### config.mk
export PLATFORM = sky130hd
export DESIGN_NAME = plasma_phase_gen
export DESIGN_NICKNAME = d
export VERILOG_FILES = /design/src/rtl/plasma_pkg.sv /design/src/rtl/plasma_phase_gen.sv
export SDC_FILE = /design/constraint.sdc
export NUM_CORES = 1
export LEC_CHECK = 0
export ABC_AREA = 1
export CELL_PAD_IN_SITES_DETAIL_PLACEMENT = 2
export CELL_PAD_IN_SITES_GLOBAL_PLACEMENT = 2
export CORE_AREA = 2 2 131 133
export DETAILED_ROUTE_END_ITERATION = 8
export DIE_AREA = 0 0 133 135
export DONT_BUFFER_PORTS = 1
export HOLD_SLACK_MARGIN = 0.08
export PLACE_DENSITY = 0.75
export SLEW_MARGIN = 25
export SYNTH_ARGS = -nofsm -noshare
export SYNTH_HDL_FRONTEND = slang
export SYNTH_SLANG_ARGS = --single-unit
### constraint.sdc
create_clock -name clk -period 1.9 [get_ports clk]
set_input_delay 0.38 -clock clk [delete_from_list [all_inputs] [get_ports clk]]
set_output_delay 0.38 -clock clk [all_outputs]
set_load 0.005 [all_outputs]
### src/rtl/plasma_pkg.sv
// plasma_pkg: shared state encoding and accumulator geometry for the plasma phase generator
package plasma_pkg;

    localparam int ACC_W_DEF  = 16;
    localparam int FRAC_W_DEF = 6;
    localparam int PHASE_W    = 10;
    localparam int STEP_W     = 8;

    typedef enum logic [1:0] {
        WAIT_VB = 2'd0,
        VBLANK  = 2'd1,
        HBLANK  = 2'd2,
        ACTIVE  = 2'd3
    } state_e;

endpackage

### src/rtl/plasma_phase_gen.sv
// plasma_phase_gen: raster-synchronous phase accumulator feeding a 10-bit cosine lookup
module plasma_phase_gen
    import plasma_pkg::*;
#(
    parameter int ACC_W  = ACC_W_DEF,
    parameter int FRAC_W = FRAC_W_DEF
) (
    input  logic                clk,
    input  logic                reset,
    input  logic                ce_pix,
    input  logic                en,
    input  logic                hblank,
    input  logic                vblank,
    input  logic [STEP_W-1:0]   h_step,
    input  logic [STEP_W-1:0]   v_step,
    input  logic [STEP_W-1:0]   f_step,
    output logic [PHASE_W-1:0]  phase,
    output logic                phase_valid,
    output logic [7:0]          frame_cnt
);

    state_e              state_q, state_d;
    logic [ACC_W-1:0]    frame_acc_q, frame_acc_d;
    logic [ACC_W-1:0]    line_acc_q, line_acc_d;
    logic [ACC_W-1:0]    pix_acc_q, pix_acc_d;
    logic [STEP_W-1:0]   h_step_q, h_step_d;
    logic [STEP_W-1:0]   v_step_q, v_step_d;
    logic [PHASE_W-1:0]  phase_q, phase_d;
    logic                phase_valid_q, phase_valid_d;
    logic [7:0]          frame_cnt_q, frame_cnt_d;
    logic                vb_enter;
    logic [ACC_W-1:0]    frame_sum;

    // f_step is consumed on the same edge it is latched, so the live input feeds the frame sum
    assign frame_sum = frame_acc_q + ACC_W'(f_step);

    // Next-state and datapath: en drops to WAIT_VB unconditionally, everything else waits for ce_pix
    always_comb begin
        state_d       = state_q;
        frame_acc_d   = frame_acc_q;
        line_acc_d    = line_acc_q;
        pix_acc_d     = pix_acc_q;
        h_step_d      = h_step_q;
        v_step_d      = v_step_q;
        phase_d       = phase_q;
        phase_valid_d = 1'b0;
        frame_cnt_d   = frame_cnt_q;
        vb_enter      = 1'b0;
        if (!en) begin
            state_d = WAIT_VB;
        end else if (ce_pix) begin
            case (state_q)
                WAIT_VB: vb_enter = vblank;
                VBLANK:  state_d = vblank ? VBLANK : HBLANK;
                HBLANK: begin
                    vb_enter = vblank;
                    if (!vblank && !hblank) begin
                        state_d   = ACTIVE;
                        pix_acc_d = line_acc_q;
                    end
                end
                ACTIVE: begin
                    vb_enter = vblank;
                    if (!vblank && hblank) begin
                        state_d    = HBLANK;
                        line_acc_d = line_acc_q + ACC_W'(v_step_q);
                    end else if (!vblank) begin
                        phase_d       = PHASE_W'(pix_acc_q >> FRAC_W);
                        phase_valid_d = 1'b1;
                        pix_acc_d     = pix_acc_q + ACC_W'(h_step_q);
                    end
                end
                default: state_d = WAIT_VB;
            endcase
            if (vb_enter) begin
                state_d     = VBLANK;
                h_step_d    = h_step;
                v_step_d    = v_step;
                frame_acc_d = frame_sum;
                line_acc_d  = frame_sum;
                frame_cnt_d = frame_cnt_q + 8'd1;
            end
        end
    end

    // State and datapath registers with synchronous reset overriding every other input
    always_ff @(posedge clk) begin
        if (reset) begin
            state_q       <= WAIT_VB;
            frame_acc_q   <= '0;
            line_acc_q    <= '0;
            pix_acc_q     <= '0;
            h_step_q      <= '0;
            v_step_q      <= '0;
            phase_q       <= '0;
            phase_valid_q <= 1'b0;
            frame_cnt_q   <= '0;
        end else begin
            state_q       <= state_d;
            frame_acc_q   <= frame_acc_d;
            line_acc_q    <= line_acc_d;
            pix_acc_q     <= pix_acc_d;
            h_step_q      <= h_step_d;
            v_step_q      <= v_step_d;
            phase_q       <= phase_d;
            phase_valid_q <= phase_valid_d;
            frame_cnt_q   <= frame_cnt_d;
        end
    end

    assign phase       = phase_q;
    assign phase_valid = phase_valid_q;
    assign frame_cnt   = frame_cnt_q;

endmodule

=== After elaboration in Yosys (flattened, before gate mapping) ===
Cells that the tools add are included.

* Register bits: 85
* Input port bits: 30
* Output and inout port bits: 19
* Word-level logic and storage cells: 59

* Add/subtract/negate cells: 4
* Equality and inequality tests: 8
* Multiplexer cells: 16
* Bitwise logic cells: 5
* Reductions and logical operators: 17

{| class="wikitable"
|+ Operators by type and width
! kind !! count
|-
| two-way mux 16 bit || 6
|-
| adder 16 x 8 -> 16 bit || 3
|-
| one-hot mux 16 bit (2 select lines) || 1
|-
| adder 8 x 1 -> 8 bit (second input constant) || 1
|-
| two-way mux 2 bit || 4
|-
| AND reduction 4 bit || 2
|-
| inequality test 2 bit (second input constant) || 3
|-
| inequality test 3 bit (second input constant) || 2
|-
| one-hot mux 2 bit (3 select lines) || 1
|-
| AND reduction 6 bit || 1
|-
| nonzero test 2 bit || 3
|-
| inverter 1 bit || 5
|-
| AND reduction 5 bit || 1
|-
| OR reduction 5 bit || 1
|-
| equality test 2 bit (second input constant) || 2
|-
| two-way mux 1 bit || 4
|-
| nonzero test 4 bit || 1
|-
| AND reduction 3 bit || 1
|-
| OR reduction 3 bit || 1
|-
| equality test 2 x 1 -> 1 bit (second input constant) || 1
|-
| logical AND 1 bit || 2
|-
| logical NOT 1 bit || 2
|-
| logical NOT 2 bit || 1
|-
| OR reduction 2 bit || 1
|}

=== Logic depth before layout (Yosys ltp) ===
* Depth after elaboration: 7
* Depth in mapped cells: 14
* Depth with buffers taken out: 14

=== Least setup slack after synthesis ===
Ideal clock, no wire load.

* Path type: input port to flip-flop
* Start: input port f_step[0]
* End: register line_acc_q[12]
* Library setup time: 0.109 ns
* Arrival time: 1.687 ns
* Required time: 1.791 ns
* Path slack: 0.104 ns
* Stages: 13
* Buffers on the path: 0
* Cells stage by stage: ha_1 > inv_1 > fa_1 > inv_1 > nand2_1 > nand3_1 > nand2_1 > nand2_1 > nand3_1 > nand3_1 > nand3_1 > nand2_1 > inv_1

* Word-level cells in the longest chain between the ends: 2

{| class="wikitable"
|+ Ends and longest elaborated chain
! what !! line !! source
|-
| start, declared || plasma_phase_gen.sv:16 || <nowiki>input logic [STEP_W-1:0] f_step,</nowiki>
|-
| adder 16 x 8 -> 16 bit || plasma_phase_gen.sv:35 || <nowiki>assign frame_sum = frame_acc_q + ACC_W'(f_step);</nowiki>
|-
| two-way mux 16 bit || plasma_phase_gen.sv:75 || <nowiki>if (vb_enter) begin</nowiki>
|-
| end signal, assigned || plasma_phase_gen.sv:101 || <nowiki>line_acc_q <= line_acc_d;</nowiki>
|-
| end, declared || plasma_phase_gen.sv:24 || <nowiki>logic [ACC_W-1:0] line_acc_q, line_acc_d;</nowiki>
|}

Every way passes these cells.
A chain may end at the register's enable or synchronous reset.

=== Worst setup path after layout ===
* Start: register v_step_q[0]
* End: register line_acc_q[8]

* Word-level cells in the longest chain between the ends: 4

{| class="wikitable"
|+ Ends and longest elaborated chain
! what !! line !! source
|-
| start, declared || plasma_phase_gen.sv:27 || <nowiki>logic [STEP_W-1:0] v_step_q, v_step_d;</nowiki>
|-
| start signal, assigned || plasma_phase_gen.sv:104 || <nowiki>v_step_q <= v_step_d;</nowiki>
|-
| adder 16 x 8 -> 16 bit || plasma_phase_gen.sv:66 || <nowiki>line_acc_d = line_acc_q + ACC_W'(v_step_q);</nowiki>
|-
| two-way mux 16 bit || plasma_phase_gen.sv:64 || <nowiki>if (!vblank && hblank) begin</nowiki>
|-
| two-way mux 16 bit || plasma_phase_gen.sv:52 || <nowiki>case (state_q)</nowiki>
|-
| two-way mux 16 bit || plasma_phase_gen.sv:75 ||
|}

Every way passes these cells. The select of a mux whose other input is x is not followed.

==> results_dict.tcl <==
set metrics [dict create \
    status "finished clean" \
    r2r_slack_ps 0.3 \
    yosysWarnings 0 \
    synth_ff_type "dfxtp_1" \
    yosysTopAreaCell "dfxtp_1" \
    core-area_sq_mm 0.0164 \
    powerDensity_mw_per_mm2 654 \
    die-area_sq_mm 0.0180 \
    layout_setup_ws_ps 0.346 \
    whs_path_depth 1 \
    wl_per_cell_um 18.8 \
    drt_iter0_drc 228 \
    dr.pass1.iters 4 \
    initial_core_util 0.316 \
    rsz0062_at_grt "true" \
    final_util 0.378 \
    r2r-end "line_acc_q[8]" \
    dp_hpwl_um 13700 \
    wl_um 19700 \
    tightestPinTransition_ps 385 \
    drc 0 \
    antenna_cells 0 \
    synthesis.nets 865 \
    total_power_mw 4.05 \
    worstHoldPathType "primary input to flop" \
    fin_crit_ps 1900 \
    dp_slack_ps -129 \
    fin_skew_ps 11.8 \
    grt_pass1_vias 5937 \
    clkSinkCount 85 \
    fp.dieH_um 135 \
    post-route-period-util 1.00 \
    synthTopCellsByArea "dfxtp_1, nand2_1, a21oi_1, nand3_1, inv_1" \
    synth-seq-area-share 0.328 \
    slew_headroom 0.743 \
    synthDominantCellAreaShare 0.328 \
    grt_pass1_wl_um 30500 \
    drive_above_1_share 0.164 \
    stdcell_count 1048 \
    ios 49 \
    setup_violations 0 \
    critPathArrivalTime_ps 2150 \
    globalRouteOverflowTotal 0 \
    final_cell_mix "nand2_1, a21oi_1, inv_1, dfxtp_1, nand3_1" \
    maxCapViolCount 0 \
    antenna_found_initial 0 \
    fmax_mhz 526 \
    placed_cells 1024 \
    row_count 47 \
    cts_tree "yes" \
    drt-vias-per-instance 5.27 \
    worstSetupPathType "flop to flop" \
    drv_slew 0 \
    ir_drop_v 0.000411 \
    routed-via-count 5521 \
    insertion_delay_ps 360 \
    leakage_nw 2.66 \
    synth_area_sq_mm 0.00518 \
    cts_root_buf "clkbuf_16" \
    gp_congestion 0.846 \
    numCtsBuffers 9 \
    ys_ff_latch 85 \
    worstPathRequired_ps 2150 \
    grt_max_degree 54 \
    postSynth.asyncResetShare 0 \
    min_from "reset" \
    die_w_um 133 \
    rr_worst_depth 12 \
    area_growth_pct 19.7 \
    final_nets 881 \
    r2r_start "v_step_q[0]" \
    grtUsageTotal 0.213 \
    synth_cells 807 \
    htree_levels 3 \
    io_buffers 0 \
    synth_cell_types 33 \
    detail-route-antenna-nets 0 \
    hold_viol 0 \
    final_common_cell "nand2_1" \
    ctsLongestPathBuffers 2 \
    crit_path_start_kind "flop" \
    path_max_fanout 5 \
    end_kind "flop" \
    synth_area_per_cell_sq_um 6.42 \
    path_clk_slew_ps 70 \
    worstHoldEndpoint "v_step_q[2]" \
    synth_edf_count 0 \
]
[state kept, by name, indices dropped and copies added (netlist names)]
name / flops
v_step_q: 8
line_acc_q: 16
phase_valid: 1
frame_acc_q: 16
phase: 10
frame_cnt: 8
h_step_q: 8
state_q: 2
pix_acc_q: 16
[worst max-delay path by stage]
stage	start	to	slack (ps)	cells after the start
finish	v_step_q[0]	line_acc_q[8]	0.3	12
global route	frame_acc_q[1]	line_acc_q[9]	-90	12
CTS	frame_acc_q[0]	line_acc_q[6]	10	11
detailed placement	f_step[0]	line_acc_q[12]	-130	13
global placement	f_step[0]	line_acc_q[12]	-50	13
floorplan	f_step[0]	line_acc_q[12]	100	13
[layout make-up]
class                   instances  area [sq um]
clock buffers                  10           229
clock inverters                 6          46.3
repair buffers                 34           277
fillers                      1988         10200
multi-input cells             597          3300
flip-flops and latches         85          1710
inverters                      96           362
well taps                     220           275
[cells by family (layout without fill, tap and decap cells)]
logic type	after synthesis	after routing	synth area share
buffers and inverters	125	146	0.0935
AOI/OAI and AO/OA	161	161	0.166
xor gates and xnor gates	11	11	0.0186
and+or+nand+nor	397	397	0.322
adders and majority gates	28	28	0.0720
DFF	85	85	0.328
[metrics by stage]
step	hold slack [ps]	cell area, sq um	setup TNS, ps
2_1_floorplan	449	5180	0
3_3_place_gp	450	5550	-90.9
3_5_place_dp	457	5550	-736
4_1_cts	82.3	5880	0
5_1_grt	78.1	6200	-769
6_report	87.4	6200	0
[routing by layer]
metal | vias up | global-route usage | wire length, um
met3 | 21 | 0.0327 | 491
li1 | 2667 | - | -
met4 | 0 | 0.0633 | 267
met5 | - | 0 | 0
met2 | 75 | 0.381 | 10100
met1 | 2758 | 0.264 | 8750
[cells in the mapped netlist (3+ instances only)]
library cell	n
dfxtp_1	85
o21ai_0	31
o211ai_1	6
or2_2	3
nor2_1	39
a21oi_1	109
clkbuf_1	19
and2_1	4
nor3_1	8
inv_1	92
buf_2	9
a31oi_1	3
nand3_1	84
ha_1	25
a21o_1	3
xor2_1	8
o21bai_1	3
inv_2	4
fa_1	3
xnor2_1	3
o21ai_1	3
nand2_1	245
nand4_1	8
[what timing repair did]
item,in CTS,in global routing
pin swaps,1,18
gates resized for setup,13,81
hold endpoints to repair,6,3
buffers inserted,1,5
setup endpoints to repair,12,31
hold buffers,1,1
[where the power goes]
group	total [mW]	internal (mW)	switching, mW
clock	1.75	0.900	0.847
sequential	1.86	1.82	0.0425
combinational	0.443	0.168	0.275
total	4.05	2.89	1.16
[worst max-delay path, cell delays in order (launching register included)]
cell     delay (ps)
dfxtp_2         340
ha_4            170
fa_2            390
nand2_2         100
nand2_4          60
nand3_4          90
nand2_4          90
nand2_4         100
nand2_4          60
o21ai_2         170
nand2_2          90
nand2_1          80
a21oi_1          50
Power figures use the tool's default switching activity.
